File: src/rtl/seven_seg_scan.sv
// Four-digit common-anode seven-segment scanner with per-frame digit snapshot.
// Optional leading-zero blanking above DP_DIGIT when SEVEN_SEG_LZB_EN is defined.
module seven_seg_scan #(
   parameter int unsigned REFRESH_DIV = 50000,
   parameter int unsigned DP_DIGIT    = 2
) (
   input  logic       clock,
   input  logic       reset,
   input  logic [3:0] reg_d0,
   input  logic [3:0] reg_d1,
   input  logic [3:0] reg_d2,
   input  logic [3:0] reg_d3,
   output logic [3:0] an,
   output logic [6:0] seg,
   output logic       dp
);

   localparam int unsigned CntW = (REFRESH_DIV > 1) ? $clog2(REFRESH_DIV) : 1;
   localparam logic [CntW-1:0] CntMax = CntW'(REFRESH_DIV - 1);

   logic [CntW-1:0] cnt;
   logic [1:0]      idx;
   logic [3:0]      snap [4];
   logic [3:0]      eff  [4];
   logic [3:0]      src_digit;
   logic            frame_start;
   logic            terminal;
   logic            blank;
   logic [3:0]      an_d;
   logic [6:0]      seg_d;
   logic            dp_d;

   function automatic logic [6:0] decode(input logic [3:0] d);
      logic [6:0] s;
      case (d)
         4'd0:    s = 7'h40;
         4'd1:    s = 7'h79;
         4'd2:    s = 7'h24;
         4'd3:    s = 7'h30;
         4'd4:    s = 7'h19;
         4'd5:    s = 7'h12;
         4'd6:    s = 7'h02;
         4'd7:    s = 7'h78;
         4'd8:    s = 7'h00;
         4'd9:    s = 7'h10;
         default: s = 7'h3F;
      endcase
      return s;
   endfunction

   assign frame_start = (cnt == '0) && (idx == 2'd0);
   assign terminal    = (cnt == CntMax);

   always_comb begin
      // On the frame-start cycle the snapshot is still stale, so use the live inputs
      eff[0] = frame_start ? reg_d0 : snap[0];
      eff[1] = frame_start ? reg_d1 : snap[1];
      eff[2] = frame_start ? reg_d2 : snap[2];
      eff[3] = frame_start ? reg_d3 : snap[3];
      src_digit = eff[idx];
      blank = 1'b0;
`ifdef SEVEN_SEG_LZB_EN
      if (int'(idx) > int'(DP_DIGIT)) begin
         blank = 1'b1;
         for (int k = 0; k < 4; k++) begin
            if (k >= int'(idx) && eff[k] != 4'd0) blank = 1'b0;
         end
      end
`endif
      seg_d = blank ? 7'h7F : decode(src_digit);
      an_d  = ~(4'b0001 << idx);
      dp_d  = (int'(idx) == int'(DP_DIGIT)) ? 1'b0 : 1'b1;
   end

   always_ff @(posedge clock or posedge reset) begin
      if (reset) begin
         cnt <= '0;
         idx <= 2'd0;
         for (int k = 0; k < 4; k++) snap[k] <= 4'd0;
         an  <= 4'b1111;
         seg <= 7'h7F;
         dp  <= 1'b1;
      end else begin
         cnt <= terminal ? '0 : cnt + CntW'(1);
         if (terminal) idx <= idx + 2'd1;
         if (frame_start) begin
            snap[0] <= reg_d0;
            snap[1] <= reg_d1;
            snap[2] <= reg_d2;
            snap[3] <= reg_d3;
         end
         an  <= an_d;
         seg <= seg_d;
         dp  <= dp_d;
      end
   end

endmodule

File: config.mk
export PLATFORM = sky130hd
export DESIGN_NAME = seven_seg_scan
export DESIGN_NICKNAME = d
export VERILOG_FILES = /design/src/rtl/seven_seg_scan.sv
export SDC_FILE = /design/constraint.sdc
export NUM_CORES = 1
export LEC_CHECK = 0
export BUFFER_PORTS_ARGS = -buffer_cell sky130_fd_sc_hd__buf_2
export CAP_MARGIN = 20
export CORE_MARGIN = 2
export CORE_UTILIZATION = 50
export DETAILED_ROUTE_END_ITERATION = 16
export PLACE_DENSITY = 0.7
export SLEW_MARGIN = 20
export SYNTH_ARGS = -nofsm -noshare
export SYNTH_HDL_FRONTEND = slang
export SYNTH_SLANG_ARGS = --single-unit
File: constraint.sdc
create_clock -name clock -period 6.5 [get_ports clock]
set_input_delay 0.325 -clock clock [delete_from_list [all_inputs] [get_ports clock]]
set_output_delay 0.325 -clock clock [all_outputs]
set_load 0.02 [all_outputs]
==> metrics.md <==
| Metric | Value |
|---|---|
| Status | completed |
| Pleak | around 0.0011 uW |
| Slew Limit Fails | 0 |
| Layout Nets | approximately 230 |
| Reg power frac | 0.541 |
| Area Overhead vs Synth | 13.42% |
| Post-synthesis sequential area ratio | 0.5362 |
| Post-route minimum period | between 3000 and 4000 ps |
| CTS tree | built |
| Leading area contributor after synthesis | dfrtp_1 |
| Critical Path, Cell by Cell | inv_1 -> ha_1 -> nand3_2 -> nor3_4 -> mux2_2 -> mux4_2 -> inv_1 -> ha_1 -> inv_1 -> a221o_1 |
| CTS Hold Bufs | 0 |
| Die area | about 4800 um2 |
| Final WL | approximately 3.8 mm |
| Final hold vios | 0 |
| Initial antenna violation count | 0 |
| Vias in the first global route | between 1000 and 1500 |
| Global Route met3 Usage | 0.05087 |
| Number of buffers created by CTS | 5 |
| Synth top area cells | dfrtp_1 40%, dfstp_2 14%, ha_1 5.3% |
| Yosys top cell area share | 0.4002 |
| Worst Max-Slew Pin Slew | 809.5 ps |
| Tcrit/Tclk final | 0.5156 |
| Layout cells sized above 1 | 0.3582 |
| Sw frac | 0.2172 |
| Core box area | a little over 4000 um2 |
| Largest net degree at the start of global routing | 46 |
| Port Buffer Count | 29 |
| Routed wire per std cell | around 15 um |
| Slowest CP cell | nor3_4 |
| Critical Path Fanout Max | 16 |
| Vias per std cell | about 5.4 |
| H-tree levels | 2 |
| FF+latch area | approximately 1100 um2 |
| GR Layer Usage met1 | 0.2168 |
| First-pass DRT Iterations | 4 |
| Async S/R FF share, synth | 1.000 |
| Post-synthesis compound-gate area fraction | 0.05180 |
| Initial drt markers | 73 |
| Flop and latch count out of synthesis | 45 |
| FF-to-FF path depth | 10 |
| Final TNS setup | 0 ps |
| Clk_lat worst skew | 300 ps |
| Area of the multi-input gates | 884.6 um2 |
| Yosys cell types | 38 |
| Most Crowded Layer GR | met2 |
| Post-synthesis xor/xnor area fraction | 0.04944 |
| Commonest cells post-synth | 34 x dfrtp_1, 13 x inv_1, 11 x dfstp_2 |
| NetSw | about 120 uW |
| Max-Cap Viols | 0 |
| Clock Root Buffer | clkbuf_8 |
| Max Buffers Root-to-Sink | 2 |
| Effective utilization at floorplan | 0.5239 |
| Post-DRT Antenna Nets | 0 |
| Pint | between 400 and 500 uW |
| Mapped Avg Cell Area | between 10 and 15 um2 |
| Clock Skew | ~7.3 ps |
| Cell Rows | 23 |
| Clock Power Share | 0.385 |
| CP startpoint kind | flip-flop |
| CTS sink count | 45 |
| Total global routing overflow | 0 |
| Kind of critical path | flip-flop to flip-flop |
| Gate power share | 0.073 |
| Cell area after synthesis | around 2100 um2 |
| Maximum clock frequency | about 0.30 GHz |
| Tot Pwr | roughly 540 uW |
| Crit path capture type | flip-flop |
| Gr usage total | 0.1816 |
| Post-CTS Setup Repair Bufs | 0 |
| Data arrival time of the worst path | around 3600 ps |
| Vias post-DR | between 1000 and 1500 |
| RSZ-0062 raised after global routing | false |
| Worst slew margin | 0.4586 |
| Mux contribution to synthesized area | 0.1342 |
| CTS resizes | 0 |
| Count leader, synth | dfrtp_1 |
| Ys flop type | dfrtp_1 |
| Data required time of the worst path | about 6700 ps |
| Worst Hold Class | input pin to asynchronous set/reset pin |
| CP peak stage delay | roughly 700 ps |
| Global-route wire length before repair | 6.886 mm |
| Final Wtd Congestion | 0.8844 |
| Top Ports | 30 |
| Diode count | 0 |
| Simple-gate share of the synthesized area | 0.1277 |
| Clock transition at path regs | 90 ps |
| Largest family of logic cells by synthesized area | multiplexers |
| Post-synthesis adder-cell area fraction | 0.05297 |
| Most used cell, CP | inv_1 |
| Syn Nets | approximately 190 |
| Final HPWL DP | about 2.8 mm |
| Post-synth EDFFs | 0 |
| PwrDens | around 220 nW/um2 |
| M2 GR Usage | 0.3152 |
| Syn Inst Count | roughly 170 |
| Final setup violation count | 0 |
| Reg2Reg Setup Slack | about 3100 ps |
| DR DRC count | 0 |
| # fillers | between 300 and 400 |
| Chip Height | a little under 70 um |
| Max VDD drop | 122.6 uV |
| Die Wd | 69.21 um |
| Synth Warn # | 0 |
power groups by stage:
stage | Combinational [uW] | Clock [uW] | Sequential, uW
2_1_floorplan | 21.8 | 0 | 303
3_3_place_gp | 38.3 | 0 | 298
3_5_place_dp | 40.2 | 0 | 298
4_1_cts | 40.6 | 214 | 293
5_1_grt | 44.2 | 226 | 294
6_report | 39.7 | 209 | 293
layer usage:
layer,up-vias,wire [um]
met4,0,52
met3,5,145
li1,638,-
met1,686,1664
met2,24,1956
met5,-,0
cells in the final DEF, fill, tap and decap left out, types with 2 or more instances in the layout:
cell,netlist,final
mux2_1,3,3
mux4_2,4,4
xnor2_1,7,7
inv_1,13,13
nand2_1,9,9
xor2_1,5,5
nor2_1,8,8
buf_4,1,2
dfrtp_1,34,34
mux2_4,4,4
clkbuf_8,0,5
mux2_2,9,9
buf_2,0,29
nand4_1,2,2
or3_1,3,3
nand3_1,7,7
a21oi_1,4,4
a221o_1,2,2
and3_1,2,2
a21o_1,2,2
ha_1,9,9
nor3_1,3,3
o21ai_0,5,5
nor4_1,2,2
nor2b_1,3,3
dfstp_2,11,11
sequential cells by signal (all words and copies together) (netlist names):
| signal | count |
|---|---|
| an | 4 |
| cnt | 16 |
| idx | 2 |
| snap | 16 |
| seg | 7 |
through the flow:
stage / worst slack [ps] / cells / instance area [um2] / util / hold slack, ps
floorplan: 3659 / 167 / 2126 / - / 449.7
global placement: 3293 / 243 / 2300 / 0.5668 / 462.4
detailed placement: 3142 / 243 / 2300 / 0.5668 / 479.7
CTS: 3108 / 251 / 2411 / 0.5942 / 178.2
global route: 2928 / 251 / 2411 / 0.5942 / 216.1
finish: 3149 / 251 / 2411 / 0.5942 / 168.3
kinds of logic after synthesis:
family | count (synthesis)
flip-flops | 45
AO/OA/AOI/OAI | 16
multiplexers | 20
AND/OR/NAND/NOR | 46
XOR/XNOR | 12
adder cells (fa/ha/maj) | 9
buffers and inverters | 19
path summary, 6_finish.rpt:
kind	from	to
min in group clock	reg_d0[2]	snap[14]
max	idx[1]	seg[3]
max reg2reg	idx[1]	seg[3]
min reg2reg	snap[14]	snap[14]
min	reset	snap[11]
max in group asynchronous	reset	seg[6]
layout make-up:
class / count / share of cell area
clock buffer: 6 / 0.03010
timing repair buffer: 31 / 0.06642
tap: 50 / 0.02595
inverter: 14 / 0.02180
multi-input combinational: 103 / 0.3669
clock inverter: 2 / 0.01609
sequential: 45 / 0.4728
critical path, delay by kind of cell, from the launching register on:
| family | cells | cell delay [ps] |
|---|---|---|
| simple gates | 2 | 790 |
| mux | 2 | 1000 |
| buf+inv | 3 | 380 |
| compound gates | 1 | 300 |
| fa+ha+maj | 2 | 400 |
| flops | 1 | 410 |
(Power assumes the default switching activity.)
